`src/rtl/bullet_wave_scheduler.sv`:
```
// Bullet slot sequencer: spawns, sweeps down-screen, clears on hit/exit, ends the wave.
// Optional BULLET_SPEEDUP_EN: per-sweep step grows with the wave's tick count (capped at 15).
module bullet_wave_scheduler #(
  parameter int unsigned SLOTS      = 3,
  parameter int unsigned Y_LIMIT    = 200,
  parameter int unsigned Y_RESET    = 1,
  parameter int unsigned STEP       = 5,
  parameter int unsigned WAVE_TICKS = 240
) (
  input  logic        clk,
  input  logic        reset,
  input  logic        isRun,
  input  logic        tick,
  input  logic        isCollide,
  input  logic [2:0]  hitIndex,
  output logic        wrEn,
  output logic [2:0]  wrIndex,
  output logic [35:0] wrData,
  output logic        busy,
  output logic        waveDone,
  output logic        tickOverrun
);

  localparam int unsigned IW  = 3;
  localparam int unsigned SIW = (SLOTS > 1) ? $clog2(SLOTS) : 1;
  localparam int unsigned CW  = $clog2(WAVE_TICKS + 1);
  localparam logic [IW:0] SLOTS_W = (IW + 1)'(SLOTS);
  localparam logic [7:0]  SPAWN_Y = 8'd19;

  typedef struct packed {
    logic       render;
    logic [2:0] color;
    logic [7:0] size_x;
    logic [7:0] size_y;
    logic [7:0] pos_x;
    logic [7:0] pos_y;
  } bullet_t;

  typedef enum logic [2:0] {
    S_IDLE, S_LOAD, S_RUN, S_SWEEP, S_FIX, S_CLEAR, S_DONE
  } state_e;

  state_e           state_q, state_d;
  logic [IW-1:0]    idx_q, idx_d;
  logic [CW-1:0]    cnt_q, cnt_d;
  logic [SLOTS-1:0] render_q, render_d;
  logic [SLOTS-1:0] pend_q, pend_d;
  logic [7:0]       pos_y_q [SLOTS];
  logic [7:0]       pos_y_d [SLOTS];
  logic             wr_en_q, wr_en_d;
  logic [IW-1:0]    wr_idx_q, wr_idx_d;
  bullet_t          wr_data_q, wr_data_d;
  logic             busy_q, busy_d;
  logic             wave_done_q, wave_done_d;
  logic             tick_ovr_q, tick_ovr_d;

  logic             hit_ok;
  logic [SIW-1:0]   fix_idx;
  logic [7:0]       step_c;
  logic [7:0]       cur_y;
  logic [7:0]       new_y;
  logic             last_slot;

  // Constant spawn fields; slots repeat the 3-entry pattern (only slot kind 1 differs).
  function automatic bullet_t rom_word(input logic [IW-1:0] idx, input logic render,
                                       input logic [7:0] pos_y);
    bullet_t b;
    b.render = render;
    b.pos_y  = pos_y;
    case (idx)
      3'd1, 3'd4, 3'd7: begin
        b.color = 3'b001; b.size_x = 8'd100; b.size_y = 8'd100; b.pos_x = 8'd56;
      end
      default: begin
        b.color = 3'b010; b.size_x = 8'd16;  b.size_y = 8'd16;  b.pos_x = 8'd160;
      end
    endcase
    return b;
  endfunction

`ifdef BULLET_SPEEDUP_EN
  logic [8:0] boost;
  always_comb begin
    boost  = 9'(STEP) + 9'(cnt_q >> 6);
    step_c = (boost > 9'd15) ? 8'd15 : 8'(boost);
  end
`else
  always_comb step_c = 8'(STEP);
`endif

  // Lowest slot whose post-sweep clear write is still owed.
  always_comb begin
    fix_idx = '0;
    for (int i = int'(SLOTS) - 1; i >= 0; i--) begin
      if (pend_q[i]) fix_idx = SIW'(i);
    end
  end

  always_comb begin
    hit_ok    = isCollide && ({1'b0, hitIndex} < SLOTS_W) &&
                (state_q inside {S_RUN, S_SWEEP, S_FIX});
    last_slot = (idx_q == IW'(SLOTS - 1));
    cur_y     = pos_y_q[SIW'(idx_q)];
    new_y     = (cur_y >= 8'(Y_LIMIT)) ? 8'(Y_RESET) : cur_y + step_c;
  end

  always_comb begin
    state_d    = state_q;
    idx_d      = idx_q;
    cnt_d      = cnt_q;
    render_d   = render_q;
    pend_d     = pend_q;
    pos_y_d    = pos_y_q;
    wr_en_d    = 1'b0;
    wr_idx_d   = '0;
    wr_data_d  = '0;
    tick_ovr_d = tick && (state_q != S_RUN);

    if (hit_ok) render_d[SIW'(hitIndex)] = 1'b0;

    case (state_q)
      S_IDLE: begin
        if (isRun) begin
          state_d = S_LOAD;
          idx_d   = '0;
          cnt_d   = '0;
        end
      end
      S_LOAD: begin
        wr_en_d  = 1'b1;
        wr_idx_d = idx_q;
        wr_data_d = rom_word(idx_q, 1'b1, SPAWN_Y);
        render_d[SIW'(idx_q)] = 1'b1;
        pos_y_d[SIW'(idx_q)]  = SPAWN_Y;
        if (last_slot) begin
          idx_d   = '0;
          state_d = isRun ? S_RUN : S_CLEAR;
        end else begin
          idx_d = idx_q + IW'(1);
        end
      end
      S_RUN: begin
        if (hit_ok) begin
          wr_en_d   = 1'b1;
          wr_idx_d  = hitIndex;
          wr_data_d = rom_word(hitIndex, 1'b0, pos_y_q[SIW'(hitIndex)]);
        end
        if (!isRun) begin
          state_d = S_CLEAR;
          idx_d   = '0;
        end else if ((cnt_q >= CW'(WAVE_TICKS)) || (render_q == '0)) begin
          state_d = S_DONE;
        end else if (tick) begin
          state_d = S_SWEEP;
          idx_d   = '0;
          cnt_d   = cnt_q + CW'(1);
          pend_d  = '0;
        end
      end
      S_SWEEP: begin
        // A same-cycle hit on this slot folds into its step write.
        wr_en_d   = 1'b1;
        wr_idx_d  = idx_q;
        wr_data_d = rom_word(idx_q,
                             render_q[SIW'(idx_q)] & ~(hit_ok && (hitIndex == idx_q)),
                             new_y);
        pos_y_d[SIW'(idx_q)] = new_y;
        if (hit_ok && (hitIndex < idx_q)) pend_d[SIW'(hitIndex)] = 1'b1;
        if (last_slot) begin
          idx_d = '0;
          if (pend_d != '0)  state_d = S_FIX;
          else if (!isRun)   state_d = S_CLEAR;
          else               state_d = S_RUN;
        end else begin
          idx_d = idx_q + IW'(1);
        end
      end
      S_FIX: begin
        wr_en_d   = 1'b1;
        wr_idx_d  = IW'(fix_idx);
        wr_data_d = rom_word(IW'(fix_idx), 1'b0, pos_y_q[fix_idx]);
        pend_d[fix_idx] = 1'b0;
        if (hit_ok && (SIW'(hitIndex) != fix_idx)) pend_d[SIW'(hitIndex)] = 1'b1;
        if (pend_d == '0) state_d = isRun ? S_RUN : S_CLEAR;
      end
      S_CLEAR: begin
        wr_en_d   = 1'b1;
        wr_idx_d  = idx_q;
        wr_data_d = rom_word(idx_q, 1'b0, cur_y);
        render_d[SIW'(idx_q)] = 1'b0;
        if (last_slot) begin
          idx_d   = '0;
          state_d = S_IDLE;
        end else begin
          idx_d = idx_q + IW'(1);
        end
      end
      S_DONE: begin
        if (!isRun) state_d = S_IDLE;
      end
      default: state_d = S_IDLE;
    endcase

    busy_d      = state_d inside {S_LOAD, S_SWEEP, S_FIX, S_CLEAR};
    wave_done_d = (state_d == S_DONE);
  end

  always_ff @(posedge clk) begin
    if (reset) begin
      state_q     <= S_IDLE;
      idx_q       <= '0;
      cnt_q       <= '0;
      render_q    <= '0;
      pend_q      <= '0;
      for (int i = 0; i < int'(SLOTS); i++) pos_y_q[i] <= '0;
      wr_en_q     <= 1'b0;
      wr_idx_q    <= '0;
      wr_data_q   <= '0;
      busy_q      <= 1'b0;
      wave_done_q <= 1'b0;
      tick_ovr_q  <= 1'b0;
    end else begin
      state_q     <= state_d;
      idx_q       <= idx_d;
      cnt_q       <= cnt_d;
      render_q    <= render_d;
      pend_q      <= pend_d;
      pos_y_q     <= pos_y_d;
      wr_en_q     <= wr_en_d;
      wr_idx_q    <= wr_idx_d;
      wr_data_q   <= wr_data_d;
      busy_q      <= busy_d;
      wave_done_q <= wave_done_d;
      tick_ovr_q  <= tick_ovr_d;
    end
  end

  assign wrEn        = wr_en_q;
  assign wrIndex     = wr_idx_q;
  assign wrData      = wr_data_q;
  assign busy        = busy_q;
  assign waveDone    = wave_done_q;
  assign tickOverrun = tick_ovr_q;

endmodule
```
`config.mk`:
```
export PLATFORM = sky130hd
export DESIGN_NAME = bullet_wave_scheduler
export DESIGN_NICKNAME = d
export VERILOG_FILES = /design/src/rtl/bullet_wave_scheduler.sv
export SDC_FILE = /design/constraint.sdc
export NUM_CORES = 1
export LEC_CHECK = 0
export ABC_AREA = 1
export CORE_UTILIZATION = 45
export CTS_CLUSTER_DIAMETER = 60
export CTS_CLUSTER_SIZE = 40
export DETAILED_ROUTE_END_ITERATION = 8
export DONT_BUFFER_PORTS = 1
export GPL_ROUTABILITY_DRIVEN = 0
export GPL_TIMING_DRIVEN = 1
export SYNTH_ARGS = -nofsm -noshare
export SYNTH_HDL_FRONTEND = slang
export SYNTH_SLANG_ARGS = --single-unit
```
`constraint.sdc`:
```
create_clock -name clk -period 2.1 [get_ports clk]
set_clock_uncertainty 0.1 [all_clocks]
set_input_delay 0.315 -clock clk [delete_from_list [all_inputs] [get_ports clk]]
set_output_delay 0.315 -clock clk [all_outputs]
set_load 0.01 [all_outputs]
```
==> impl_metrics.ini, run 1 <==
[synthesis]
synth.top_cell.area_share_pct = 30.4
synth_top_cells_by_area = dfxtp_1, nand2_1, a21oi_1
synthTopCellsByCount = nand2_1, dfxtp_1, a21oi_1
yosys_warnings = 0
avgSynthCellArea_um2 = 6.92
synth-edff-count = 0
post_synth_num_cell_types = 50
synthCells = 599
mappedNetlistArea_um2 = 4150
postSynth.asyncResetShare_pct = 0
synth_ff_type = dfxtp_1
synth-seq-cells = 63
synth_most_common_cell = nand2_1
ys_seq_area_share_pct = 30.4
yosysTopAreaCell = dfxtp_1

[setup_path]
worstPathMaxFanout = 6
crit_family = simple AND/OR/NAND/NOR gates
required_ns = 2.25
arrival_ns = 2.17
crit_chain = buf_4 -> nor2_8 -> inv_4 -> o21ai_4 -> ha_2 -> inv_1 -> nand2_1 -> nand3_2 -> nand2_2 -> nor2_4 -> o21ai_1 -> a21oi_1
endpoint_kind = flop
critPathSlowestCell = dfxtp_2
crit_type = flop to flop
slowest_delay_ns = 0.36
cp.buffers_inverters = 3
cp-start-kind = flop

[clocking]
clk_latency_ns = 0.36
clkTransAtPathRegs_ns = 0.08
clockBufferDepth = 2
cts_tree = done
cts_htree_levels = 3
cts-root-buf = clkbuf_8
cts_setup_buffers = 0
cts_buffers = 9
clkSinkCount = 63

[timing]
finalSetupViolCount = 0
final-hold-violation-count = 0
whs_ns = 0.0214
clock.fmax_mhz = 493
fin_setup_tns_ns = 0
final_max_slew_viol_count = 0
fin_crit_sh_pct = 96.6
rsz0062_at_grt = yes
finalCriticalPeriod_ns = 2.03

[layout]
fin_nets = 646
layoutNonFillerInstCount = 742
utilization_pct = 53.6
design_area_um2 = 4720
final_layout_size_suffix_gt1_share_pct = 21.6
antenna_cells = 0
area_delta_synth_final_pct = 13.8

[pwr]
leakagePower_nw = 1.89
irDropWorstVdd_mv = 0.240
power_density_nw_per_um2 = 709

[detailed_routing]
dr.pass1.iters = 9
drc = 7
wl_per_cell_um = 18.0
routed_wl_mm = 13.3
drt_iter0_drc = 542
ant_nets = 0
vias = 4324
routed_via_density = 5.83

[job]
drv_cap = 0

[min_path]
holdCritPathClass = primary input to flop

[placement]
dp_cells = 725
place_area_um2 = 4400
dp.final_hpwl_mm = 9.54
portBuffers = 0

[floorplan]
die_h_um = 98.0
row_count = 34
die_x_um = 98.0
core_area_um2 = 8810
num_io_pins = 51
start_util_pct = 47.1
die_area_um2 = 9600

[global_route]
overflow = 0
grtUsageTotal_pct = 28.2
grt_pass1_vias = 3989
antenna_found_initial = 0
grt_max_degree = 30
grt_pass1_wl_mm = 21.1

[outcome]
violations = DRC
status = finished, violations left
==> worst reg2reg max path, delay by kind of cell, from the launching register on <==
family                     cells  cell delay, ns
DFF                            1            0.36
buffers and inverters          3            0.29
adders and majority gates      1            0.23
and+or+nand+nor                5            0.54
AOI/OAI and AO/OA              3            0.40
==> logic make-up (layout without fill, tap and decap cells) <==
family,Yosys count,in the layout,share of synthesized area (%)
simple gates,253,253,29.1
compound gates,162,162,24.4
buf+inv,110,133,13.1
flops,63,63,30.4
fa+ha+maj,9,9,2.72
other cells,1,13,0.0904
xor+xnor,1,1,0.211
==> final cells by class <==
class / instances / area [um2]
Clock buffer: 9 / 124
Clock inverter: 7 / 73.8
Fill cell: 876 / 4090
Inverter: 71 / 277
Multi-Input combinational cell: 438 / 2480
Sequential cell: 63 / 1270
Tap cell: 108 / 135
Timing Repair Buffer: 46 / 358
==> cells in the final DEF, fill, tap and decap left out, types with 2 or more instances in the layout <==
cell	instances
inv_2	14
ha_1	7
o221ai_1	5
clkinv_4	4
dfxtp_2	5
nor2_4	8
a21oi_1	55
o21bai_1	3
o21ai_1	6
o21ai_0	42
clkbuf_8	9
nor3b_1	2
clkinv_2	2
dfxtp_1	58
inv_1	53
a31oi_1	8
conb_1	13
inv_4	2
nand4_1	15
o22ai_1	14
nor3_4	2
nor2_2	7
nand3_1	27
a221oi_1	2
a21oi_2	3
nand2_2	12
o21ai_4	3
o211ai_1	5
nand2_4	3
nor2_1	46
and2_1	3
buf_4	45
a211oi_1	6
nor3_1	17
nand2_1	106
==> per-layer routing <==
layer / global-route usage (%) / share of wire, % / up-vias
met5: 0 / 0 / -
met4: 8.04 / 1.9 / 0
met3: 7.02 / 9.4 / 28
met2: 44.3 / 45 / 223
met1: 38.3 / 43 / 2007
li1: - / - / 2066
==> stage by stage <==
step	power, mW	setup slack (ns)
finish	3.35	0.0722
CTS	3.31	0.00214
floorplan	1.98	0.0955
global route	3.50	-0.0494
global placement	2.21	0.0772
detailed placement	2.22	0.0441
==> final timing paths <==
kind / start / to / slack, ns / cells past startpoint
setup / recovery: idx_q[0] / pos_y_q[20] / 0.07 / 12
hold / removal: hitIndex[0] / wrIndex[0] / 0.02 / 2
setup reg to reg: idx_q[0] / pos_y_q[20] / 0.07 / 12
hold reg to reg: cnt_q[6] / cnt_q[6] / 0.35 / 2
==> what timing repair did <==
action | CTS | global route
hold buffers | 1 | 0
endpoints found under the hold margin | 29 | 0
resized for setup | 0 | 26
endpoints found under the setup margin | 0 | 24
==> flip-flops by register name, indices dropped and copies added, names as in the netlist <==
register and flops:
tickOverrun 1, wrIndex 3, wrData 12, idx_q 3
waveDone 1, render_q 3, wrEn 1, pend_q 3
busy 1, state_q 3, cnt_q 8, pos_y_q 24
==> power by group <==
part | switching [mW] | leakage, nW | internal [mW]
Combinational | 0.612 | 1.28 | 0.327
Sequential | 0.0672 | 0.513 | 1.26
Clock | 0.533 | 0.0992 | 0.549
Total | 1.21 | 1.89 | 2.13
(Power assumes the default switching activity.)
==> inputs of run 2 (changes only) <==
CELL_PAD_IN_SITES_DETAIL_PLACEMENT = 1   (was not set)
CELL_PAD_IN_SITES_GLOBAL_PLACEMENT = 1   (was not set)
CORE_UTILIZATION = 42   (was 45)
PLACE_DENSITY_LB_ADDON = 0.1   (was not set)
==> impl_metrics.ini, run 2 (synthesis gave the netlist of run 1 again) <==
[timing]
finalSetupViolCount = 0
clock.fmax_mhz = 479
fin_setup_tns_ns = 0
rsz0062_at_grt = yes
fin_crit_sh_pct = 99.4
finalCriticalPeriod_ns = 2.09
final_max_slew_viol_count = 0
final-hold-violation-count = 0

[clocking]
cts-root-buf = clkbuf_8
clkTransAtPathRegs_ns = 0.08
clockBufferDepth = 2
clk_latency_ns = 0.35
cts_tree = done
clkSinkCount = 63
cts_buffers = 9
cts_htree_levels = 3

[detailed_routing]
routed_wl_mm = 15.8
highest_layer = met4
wl_met1_mm = 6.75
routed_via_density = 5.86
wl_per_cell_um = 20.4
vias = 4534
wl_met2_mm = 7.40
drt_iter0_drc = 344
dr.pass1.iters = 5
ant_nets = 0
route.met3.wl_mm = 1.19
drc = 0

[min_path]
holdCritPathClass = primary input to flop

[placement]
dp_cells = 753
place_area_um2 = 4480
dp.final_hpwl_mm = 11.3
portBuffers = 0

[setup_path]
required_ns = 2.23
crit_type = flop to flop
worstPathMaxFanout = 10
endpoint_kind = flop
cp-start-kind = flop
arrival_ns = 2.22

[layout]
layout_common_cells = nand2_1, dfxtp_1, a21oi_1, buf_4, inv_1
design_area_um2 = 4940
antenna_cells = 0
final_layout_size_suffix_gt1_share_pct = 25.0
largest_reg_flops = 24
final_common_cell = nand2_1
fin_nets = 657
layoutNonFillerInstCount = 774
regMostFlops = pos_y_q
area_delta_synth_final_pct = 19.0

[global_route]
grt_pass1_wl_mm = 24.1
grtUsageTotal_pct = 31.1
grt_max_degree = 30
antenna_found_initial = 0
overflow = 0
grt_pass1_vias = 4556

[outcome]
status = completed

[pwr]
leakagePower_nw = 1.97
irDropWorstVdd_mv = 0.320
power_density_nw_per_um2 = 700

[floorplan]
row_count = 35
die_x_um = 101
die_area_um2 = 10300
num_io_pins = 51
start_util_pct = 44.0
core_area_um2 = 9420
die_h_um = 101

[job]
drv_cap = 0
-- run 2: final timing paths --
path,from,to,slack (ns),depth (start not counted)
setup / recovery,idx_q[0],pos_y_q[8],0.01,13
hold / removal,hitIndex[0],wrIndex[0],0.02,2
setup reg to reg,idx_q[0],pos_y_q[8],0.01,13
hold reg to reg,cnt_q[6],cnt_q[6],0.35,2
-- run 2: final cells by class --
cell class,instances,area [um2]
fillers,1225,4480
multi-input cells,438,2580
flip-flops and latches,63,1270
repair buffers,57,452
inverters,71,282
well taps,129,161
clock buffers,12,145
clock inverters,4,45.0
-- run 2: what timing repair did --
| item | CTS | global route |
|---|---|---|
| endpoints found under the setup margin | 1 | 30 |
| gates resized for setup | 3 | 52 |
| hold buffers | 1 | 0 |
| hold endpoints to repair | 29 | 0 |
| pin swaps | 0 | 17 |
| buffers inserted | 0 | 4 |
-- run 2: per-stage QoR --
step                      utilization [%]  worst slack (ns)  hold slack (ns)  power, mW
after floorplan                         -            0.0955            0.323       1.98
after global placement               47.5            0.0856            0.290       2.25
after detailed placement             47.5           -0.0104            0.292       2.27
after CTS                            49.9           0.00814           0.0199       3.36
after global routing                 52.4           -0.0561           0.0373       3.61
final                                52.4            0.0118           0.0216       3.46
-- run 2: power by group --
group          switching [mW]  total, mW  internal (mW)
registers              0.0706       1.33           1.26
clock network           0.496       1.07          0.576
logic                   0.693       1.06          0.364
-- run 2: worst max-delay path, stage by stage, from the launching register on --
cell and delay (ns):
dfxtp_2 0.39, inv_2 0.05, nand2_2 0.10, buf_6 0.16
nor2_2 0.06, a21oi_4 0.15, o21ai_4 0.12, clkinv_4 0.09
nand3_4 0.09, nand2_4 0.16, nand2_2 0.07, buf_4 0.15
o21bai_1 0.17, a21oi_1 0.11
-- run 2: metal layers --
metal | vias to the layer above | global-route usage [%]
li1 | 2094 | -
met4 | 0 | 12.0
met3 | 49 | 4.83
met1 | 2171 | 41.2
met2 | 220 | 50.7
met5 | - | 0
==> inputs of run 3 (changes only) <==
REMOVE_ABC_BUFFERS = 1   (was not set)
==> impl_metrics.ini, run 3 (synthesis gave the netlist of run 1 again) <==
[pwr]
irDropWorstVdd_mv = 0.361
leakagePower_nw = 1.91
swShare_pct = 37.2
p_comb_share_pct = 30.4
clkPwrFrac_pct = 30.9
p_int_mw = 2.16
power_density_nw_per_um2 = 702
p_seq_share_pct = 38.7
switchingPower_mw = 1.27

[placement]
portBuffers = 0
dp.final_hpwl_mm = 11.3
place_area_um2 = 4450
preCtsSetupSlack_ns = -0.0225

[timing]
finalSetupViolCount = 0
rsz0062_at_grt = yes
whs_ns = 0.0212
final_max_slew_viol_count = 0
final-hold-violation-count = 0
fin_crit_sh_pct = 96.1
worst_slack_ns = 0.0814
fin_setup_tns_ns = 0
timing.slew.headroom_pct = 63.9
finalCriticalPeriod_ns = 2.02
worst_pin_slew_ns = 0.541
clock.fmax_mhz = 495

[floorplan]
start_util_pct = 44.0
num_io_pins = 51
die_x_um = 101
die_h_um = 101
row_count = 35
die_area_um2 = 10300
core_area_um2 = 9420

[global_route]
grt_max_degree = 30
grt_pass1_vias = 4588
overflow = 0
grtUsageTotal_pct = 31.0
antenna_found_initial = 0
grt_pass1_wl_mm = 23.9

[detailed_routing]
vias = 4470
ant_nets = 0
routed_wl_mm = 15.6
wl_per_cell_um = 20.2
dr.pass1.iters = 5
drt_iter0_drc = 262
routed_via_density = 5.81
drc = 0

[clocking]
cts_htree_levels = 3
clockBufferDepth = 2
clkTransAtPathRegs_ns = 0.07
clk_latency_ns = 0.36
cts_tree = done
cts_buffers = 9
cts-root-buf = clkbuf_8
clkSinkCount = 63

[layout]
utilization_pct = 51.9
final_layout_size_suffix_gt1_share_pct = 23.9
final_common_cell = nand2_1
largest_reg_flops = 24
regMostFlops = pos_y_q
design_area_um2 = 4890
antenna_cells = 0
layout_common_cells = nand2_1, dfxtp_1, a21oi_1, buf_4, inv_1
fin_nets = 654
area_delta_synth_final_pct = 17.8

[setup_path]
crit_type = flop to flop
crit_family = simple AND/OR/NAND/NOR gates
critPathSlowestCell = dfxtp_2
slowest_delay_ns = 0.34
cp.buffers_inverters = 4
worstPathMaxFanout = 11
required_ns = 2.26
crit_chain = inv_4 -> nand2_2 -> inv_1 -> buf_4 -> nand2_1 -> o211ai_4 -> inv_2 -> nand3_4 -> nand2_8 -> nand2_2 -> nand2_1 -> a41oi_1
cp-start-kind = flop
endpoint_kind = flop
arrival_ns = 2.18

[outcome]
status = completed

[min_path]
holdCritPathClass = primary input to flop

[job]
drv_cap = 0
[run 3: changes by cell type in the layout (fill, tap and decap cells not counted), moves of 2 or more]
cell	change
nor3_1	-2
nand2_2	-4
nand2_4	-2
nor3_2	+2
buf_6	-3
nand2_1	+5
[run 3: final cells by class]
type | instances | area [um2]
clock inverter | 4 | 47.5
fill | 1234 | 4530
inverter | 71 | 282
sequential | 63 | 1270
tap | 129 | 161
multi-input combinational | 438 | 2580
clock buffer | 11 | 131
timing repair buffer | 54 | 418
[run 3: repair_timing]
| item | in CTS | in global routing |
|---|---|---|
| endpoints found under the setup margin | 7 | 29 |
| resized for setup | 7 | 40 |
| hold buffers | 1 | 0 |
| gates cloned | 0 | 0 |
| hold endpoints to repair | 29 | 0 |
| buffers inserted | 0 | 4 |
| pin swaps | 1 | 10 |
[run 3: power by group through the flow]
stage	logic (mW)	registers (mW)	clock network (mW)
floorplan	0.568	1.35	0
global placement	0.900	1.35	0
detailed placement	0.926	1.35	0
CTS	0.957	1.32	1.07
global route	1.12	1.33	1.12
finish	1.04	1.33	1.06
[run 3: per-stage QoR]
step	std cells	power (mW)
after floorplan	572	1.91
final	770	3.43
after global placement	750	2.25
after detailed placement	750	2.27
after CTS	766	3.35
after global routing	770	3.57
[run 3: path summary, 6_finish.rpt]
kind	start	to	slack, ns	depth (start not counted)
max	idx_q[1]	wrData[0]	0.08	12
min	hitIndex[1]	wrIndex[1]	0.02	2
max reg2reg	idx_q[1]	wrData[0]	0.08	12
min reg2reg	cnt_q[6]	cnt_q[6]	0.36	2
[run 3: layer usage]
metal,global-route usage (%),part of all wire [%]
met2,53.2,47
met3,5.11,5.7
met5,0,0
met1,38.7,44
met4,12.5,3.2
[run 3: worst register-to-register path: stages, from the launching register on]
cell and delay, ns:
dfxtp_2 0.34, inv_4 0.11, nand2_2 0.12, inv_1 0.12, buf_4 0.14, nand2_1 0.09
o211ai_4 0.15, inv_2 0.11, nand3_4 0.14, nand2_8 0.09, nand2_2 0.13, nand2_1 0.06
a41oi_1 0.22
